==> src/rtl/pipectl_pkg.sv <==
// Shared types and constants for the LEGv8 pipeline hazard/sequencing controller.
// Holds register-address width, FSM encoding and the saturating-counter helper.
package pipectl_pkg;

   localparam int REGADDRSIZE     = 5;
   localparam int PIPECTL_FSMSIZE = 2;

   typedef enum logic [PIPECTL_FSMSIZE-1:0] {
      FILL   = 2'd0,
      RUN    = 2'd1,
      HALTED = 2'd2
   } pipectl_state_e;

   function automatic logic [31:0] sat_inc32(input logic [31:0] v, input logic en);
      return (en && (v != 32'hFFFF_FFFF)) ? v + 32'd1 : v;
   endfunction

endpackage

==> src/rtl/pipectl_hazdetect.sv <==
// Combinational load-use comparator: flags an ID instruction that reads the
// destination of a load currently in EX. XZR never creates a hazard.
module pipectl_hazdetect
   import pipectl_pkg::*;
#(
   parameter int ZEROREG = 31
) (
   input  logic                   idexmemread,
   input  logic [REGADDRSIZE-1:0] idexrd,
   input  logic [REGADDRSIZE-1:0] ifidrn,
   input  logic [REGADDRSIZE-1:0] ifidrm,
   input  logic                   ifidusesrn,
   input  logic                   ifidusesrm,
   output logic                   hazard
);

   logic rn_match;
   logic rm_match;

   assign rn_match = ifidusesrn && (ifidrn == idexrd);
   assign rm_match = ifidusesrm && (ifidrm == idexrd);
   assign hazard   = idexmemread && (idexrd != REGADDRSIZE'(ZEROREG)) && (rn_match || rm_match);

endmodule

==> src/rtl/pipectl.sv <==
// Hazard and sequencing controller for the five-stage LEGv8 pipeline: fill, stalls,
// branch flushes, memory-wait freeze, halt and watchdog. Macro PIPECTL_PERF_EN adds perf counters.
module pipectl
   import pipectl_pkg::*;
#(
   parameter int FILLCYCLES = 4,
   parameter int MEMTIMEOUT = 255,
   parameter int ZEROREG    = 31
) (
   input  logic                   clk,
   input  logic                   rstn,
   input  logic                   idexmemread,
   input  logic [REGADDRSIZE-1:0] idexrd,
   input  logic [REGADDRSIZE-1:0] ifidrn,
   input  logic [REGADDRSIZE-1:0] ifidrm,
   input  logic                   ifidusesrn,
   input  logic                   ifidusesrm,
   input  logic                   exmembranchtaken,
   input  logic                   exmemhalt,
   input  logic                   dmembusy,
   output logic                   pcwrite,
   output logic                   pcsrc,
   output logic                   ifidwrite,
   output logic                   ifidflush,
   output logic                   idexwrite,
   output logic                   idexflush,
   output logic                   exmemwrite,
   output logic                   exmemflush,
   output logic                   memwbflush,
   output logic                   halted,
   output logic                   memerr
`ifdef PIPECTL_PERF_EN
  ,output logic [31:0]            stallcount,
   output logic [31:0]            flushcount,
   output logic [31:0]            waitcount
`endif
);

   localparam int FILLW = (FILLCYCLES > 2) ? $clog2(FILLCYCLES) : 1;
   localparam logic [FILLW-1:0] FILL_LAST = FILLW'((FILLCYCLES > 0) ? FILLCYCLES - 1 : 0);

   pipectl_state_e   state_q, state_d;
   logic [FILLW-1:0] fill_cnt_q, fill_cnt_d;
   logic [7:0]       wait_cnt_q, wait_cnt_d, wait_inc;
   logic             memerr_q, memerr_d;
   logic             hazard;
   logic             stall_ev, flush_ev, wait_ev;

   pipectl_hazdetect #(.ZEROREG(ZEROREG)) u_hazdetect (
      .idexmemread (idexmemread),
      .idexrd      (idexrd),
      .ifidrn      (ifidrn),
      .ifidrm      (ifidrm),
      .ifidusesrn  (ifidusesrn),
      .ifidusesrm  (ifidusesrm),
      .hazard      (hazard)
   );

   always_comb begin
      state_d    = state_q;
      fill_cnt_d = fill_cnt_q;
      pcwrite    = 1'b0;
      pcsrc      = 1'b0;
      ifidwrite  = 1'b0;
      idexwrite  = 1'b0;
      exmemwrite = 1'b0;
      ifidflush  = 1'b0;
      idexflush  = 1'b0;
      exmemflush = 1'b0;
      memwbflush = 1'b0;
      halted     = 1'b0;
      stall_ev   = 1'b0;
      flush_ev   = 1'b0;
      wait_ev    = 1'b0;
      case (state_q)
         FILL: begin
            ifidflush  = 1'b1;
            idexflush  = 1'b1;
            exmemflush = 1'b1;
            memwbflush = 1'b1;
            if ((FILLCYCLES == 0) || (fill_cnt_q == FILL_LAST)) state_d = RUN;
            else fill_cnt_d = fill_cnt_q + FILLW'(1);
         end
         RUN: begin
            pcwrite    = 1'b1;
            ifidwrite  = 1'b1;
            idexwrite  = 1'b1;
            exmemwrite = 1'b1;
            // EX/MEM is held during a wait, so lower-priority events retry once busy drops
            if (dmembusy) begin
               pcwrite    = 1'b0;
               ifidwrite  = 1'b0;
               idexwrite  = 1'b0;
               exmemwrite = 1'b0;
               memwbflush = 1'b1;
               wait_ev    = 1'b1;
            end else if (exmemhalt) begin
               pcwrite    = 1'b0;
               ifidflush  = 1'b1;
               idexflush  = 1'b1;
               exmemflush = 1'b1;
               state_d    = HALTED;
            end else if (exmembranchtaken) begin
               pcsrc      = 1'b1;
               ifidflush  = 1'b1;
               idexflush  = 1'b1;
               exmemflush = 1'b1;
               flush_ev   = 1'b1;
            end else if (hazard) begin
               pcwrite    = 1'b0;
               ifidwrite  = 1'b0;
               idexflush  = 1'b1;
               stall_ev   = 1'b1;
            end
         end
         HALTED: halted = 1'b1;
         default: state_d = FILL;
      endcase
   end

   assign wait_inc   = (wait_cnt_q == 8'hFF) ? wait_cnt_q : wait_cnt_q + 8'd1;
   assign wait_cnt_d = wait_ev ? wait_inc : 8'd0;
   assign memerr_d   = memerr_q || (wait_ev && (int'(wait_inc) >= MEMTIMEOUT));
   assign memerr     = memerr_q;

   always_ff @(posedge clk or negedge rstn) begin
      if (!rstn) begin
         state_q    <= FILL;
         fill_cnt_q <= '0;
         wait_cnt_q <= '0;
         memerr_q   <= 1'b0;
      end else begin
         state_q    <= state_d;
         fill_cnt_q <= fill_cnt_d;
         wait_cnt_q <= wait_cnt_d;
         memerr_q   <= memerr_d;
      end
   end

`ifdef PIPECTL_PERF_EN
   logic [31:0] stallcount_q, flushcount_q, waitcount_q;

   always_ff @(posedge clk or negedge rstn) begin
      if (!rstn) begin
         stallcount_q <= '0;
         flushcount_q <= '0;
         waitcount_q  <= '0;
      end else begin
         stallcount_q <= sat_inc32(stallcount_q, stall_ev);
         flushcount_q <= sat_inc32(flushcount_q, flush_ev);
         waitcount_q  <= sat_inc32(waitcount_q, wait_ev);
      end
   end

   assign stallcount = stallcount_q;
   assign flushcount = flushcount_q;
   assign waitcount  = waitcount_q;
`endif

endmodule

==> config.mk <==
export PLATFORM = sky130hd
export DESIGN_NAME = pipectl
export DESIGN_NICKNAME = d
export VERILOG_FILES = /design/src/rtl/pipectl_pkg.sv /design/src/rtl/pipectl_hazdetect.sv /design/src/rtl/pipectl.sv
export SDC_FILE = /design/constraint.sdc
export NUM_CORES = 1
export LEC_CHECK = 0
export BUFFER_PORTS_ARGS = -buffer_cell sky130_fd_sc_hd__buf_2
export CAP_MARGIN = 20
export CORE_ASPECT_RATIO = 0.75
export CORE_MARGIN = 4
export CORE_UTILIZATION = 43
export DETAILED_ROUTE_END_ITERATION = 8
export GPL_ROUTABILITY_DRIVEN = 1
export GPL_TIMING_DRIVEN = 0
export PLACE_DENSITY = 0.74
export SKIP_CTS_REPAIR_TIMING = 1
export SLEW_MARGIN = 20
export SYNTH_ARGS = -nofsm -noshare
export SYNTH_HDL_FRONTEND = slang
export SYNTH_SLANG_ARGS = --single-unit
==> constraint.sdc <==
create_clock -name clk -period 1.5 [get_ports clk]
set_input_delay 0.3 -clock clk [delete_from_list [all_inputs] [get_ports clk]]
set_output_delay 0.3 -clock clk [all_outputs]
set_load 0.03 [all_outputs]
==> reports/summary.txt <==
outcome = finished, violations left
failing checks = negative setup slack
initial antenna violation count = 0
pwr dens = 1390 mW/mm²
post-DR vias/cell = 5.55
Die Ht = 47.3 µm
crit path kind = flip-flop to flip-flop
maximum VDD drop = 1450 µV
Post-Syn Area = 883 µm²
Mapped Avg Cell Area = 9.20 µm²
Worst Hold Class = input port to flip-flop
f_max = 0.590 GHz
Num CTS Buffers = 3
Final Skew = 0.00143 ns
row count = 13
Post-Syn Instances = 96
endpoints failing setup = 13
period utilisation layout = 113%
CTS tree = yes
Rel. slew slack = 78.6%
synth top area cells = dfrtp_1 37%, xnor2_1 11%, nand4_1 3.5%
via count = 904
Root Driver = clkbuf_4
Avg WL per Cell = 14.6 µm
min Tclk post-route = 1.70 ns
grt ovf = 0
sequential fraction of the synthesis area = 36.8%
Final Wtd Congestion = 0.832
worst r2r src = wait_cnt_q[0]
final antenna-violating net count = 0
vias in the first global route = 793
starting density of the core = 48.1%
Detailed Route WL = 2380 µm
max_cap viols = 0
Core Area = 0.00184 mm²
startpoint types = flip-flop
Synth Net Count = 121
EDFF count, synth = 0
total die area = 0.00285 mm²
Remaining DRCs = 0
asr flop ratio synth = 100%
share of cells above drive strength 1 = 51.1%
unrepaired setup endpoints after global routing = true
commonest register cell after synthesis = dfrtp_1
port bufs = 33
worst setup margin = -0.196 ns
Initial DRC Count = 24
top-count cell post-synth = dfrtp_1
first-pass GRT wire length = 3460 µm
hold path start = exmemhalt
clock sinks = 13
nets@finish = 167
Worst Setup SP = wait_cnt_q[0]
fin. max-slew vios = 0
CTS HTree Levels = 1
die width = 60.3 µm
P&R area growth vs syn = 54.7%
leakage = 0.617 nW
Setup crit end kind = flip-flop
post-synth top area share = 36.8%
Crit Path Max Fanout = 6
Netlist cell types = 36
Fin. Hold Viols = 0
number of diodes = 0
Slew @ Worst Pin = 0.318 ns
Pre-antenna DRT Iters = 4
largest net degree at the start of global routing = 14
io pins = 34
Post-Route Utilization = 74.3%
Req. time, crit path = 1.73 ns
worst slack at placement = -0.245 ns
clock slew at reported path FFs = 0.08 ns
critical path arrival = 1.92 ns
Yosys reg bits = 13
Hold WS = 0.310 ns
Synth area leader = dfrtp_1
Commonest cells post-synth = 13 x dfrtp_1, 11 x xnor2_1, 8 x nor2_1, 7 x nand2_1, 5 x nand4_1
Tot GR Track Use = 16.9%
Detailed Place HPWL = 1700 µm
Yosys Warn Count = 0
Clock Path Buffers = 2
worst skew pair latency = 0.28 ns
-- final timing paths --
check,endpoint,slack [ns],cells past startpoint
min reg2reg,memerr,0.47,1
max reg2reg,memerr,-0.20,6
min in group asynchronous,state_q[0],0.42,2
max in group asynchronous,wait_cnt_q[1],0.83,2
max,memerr,-0.20,6
min,state_q[0],0.31,2
-- flip-flops by register name, indices dropped and copies added (netlist names) --
name / count
wait_cnt_q: 8
state_q: 2
memerr: 1
fill_cnt_q: 2
-- report_power, final --
| group | internal (mW) | total, mW | switching, mW |
|---|---|---|---|
| sequential | 0.427 | 0.501 | 0.0741 |
| clock | 0.103 | 0.224 | 0.121 |
| combinational | 0.550 | 1.18 | 0.630 |
| total | 1.08 | 1.91 | 0.824 |
-- final cells by class --
| type | count | area [µm²] |
|---|---|---|
| multi-input cells | 73 | 639 |
| fillers | 138 | 472 |
| flip-flops and latches | 13 | 329 |
| repair buffers | 41 | 273 |
| plain buffers | 5 | 50.0 |
| well taps | 22 | 27.5 |
| clock buffers | 4 | 26.3 |
| inverters | 5 | 21.3 |
-- layout by cell type, fill, tap and decap left out, types with 2 or more instances in the layout --
cell type,count
xnor2_1,6
inv_2,2
nand2_1,7
a31oi_4,2
buf_4,10
nand4_1,5
a311oi_2,2
xnor2_2,5
and4_1,2
a21oi_1,2
a31oi_1,2
dfrtp_1,10
inv_1,2
o21ai_0,2
dfrtp_2,3
clkbuf_4,3
nor3_1,2
buf_6,10
buf_2,25
mux2i_1,2
nor3_2,2
nand3_1,3
nor2_1,8
-- cell families after synthesis --
kind of cell               synth area share [%]
muxes                                      3.54
AOI/OAI and AO/OA                          17.7
buffers and inverters                      6.09
adders and majority gates                  2.83
and+or+nand+nor                            21.1
DFF                                        36.8
xor gates and xnor gates                   11.9
-- critical path: stages, from the launching register on --
cell      delay [ns]
dfrtp_2         0.42
ha_4            0.16
nand4_1         0.13
or3_1           0.38
buf_6           0.15
a211oi_4        0.22
a31o_1          0.16
-- through the flow --
step / setup TNS (ns) / total power, mW / instance area (µm²) / instances
2_1_floorplan: -0.194 / 1.13 / 927 / 96
3_3_place_gp: -1.15 / 1.34 / 1120 / 151
3_5_place_dp: -1.35 / 1.36 / 1120 / 151
4_1_cts: -2.50 / 1.59 / 1150 / 155
5_1_grt: -2.33 / 2.02 / 1370 / 163
6_report: -1.34 / 1.91 / 1370 / 163
-- routing by layer --
layer | part of all wire, % | GRT usage, % | vias up
li1 | - | - | 438
met1 | 42 | 20.1 | 428
met2 | 49 | 29.3 | 29
met3 | 5.3 | 4.95 | 9
met4 | 3.0 | 6.64 | 0
met5 | 0 | 0 | -
Power figures use the tool's default switching activity.
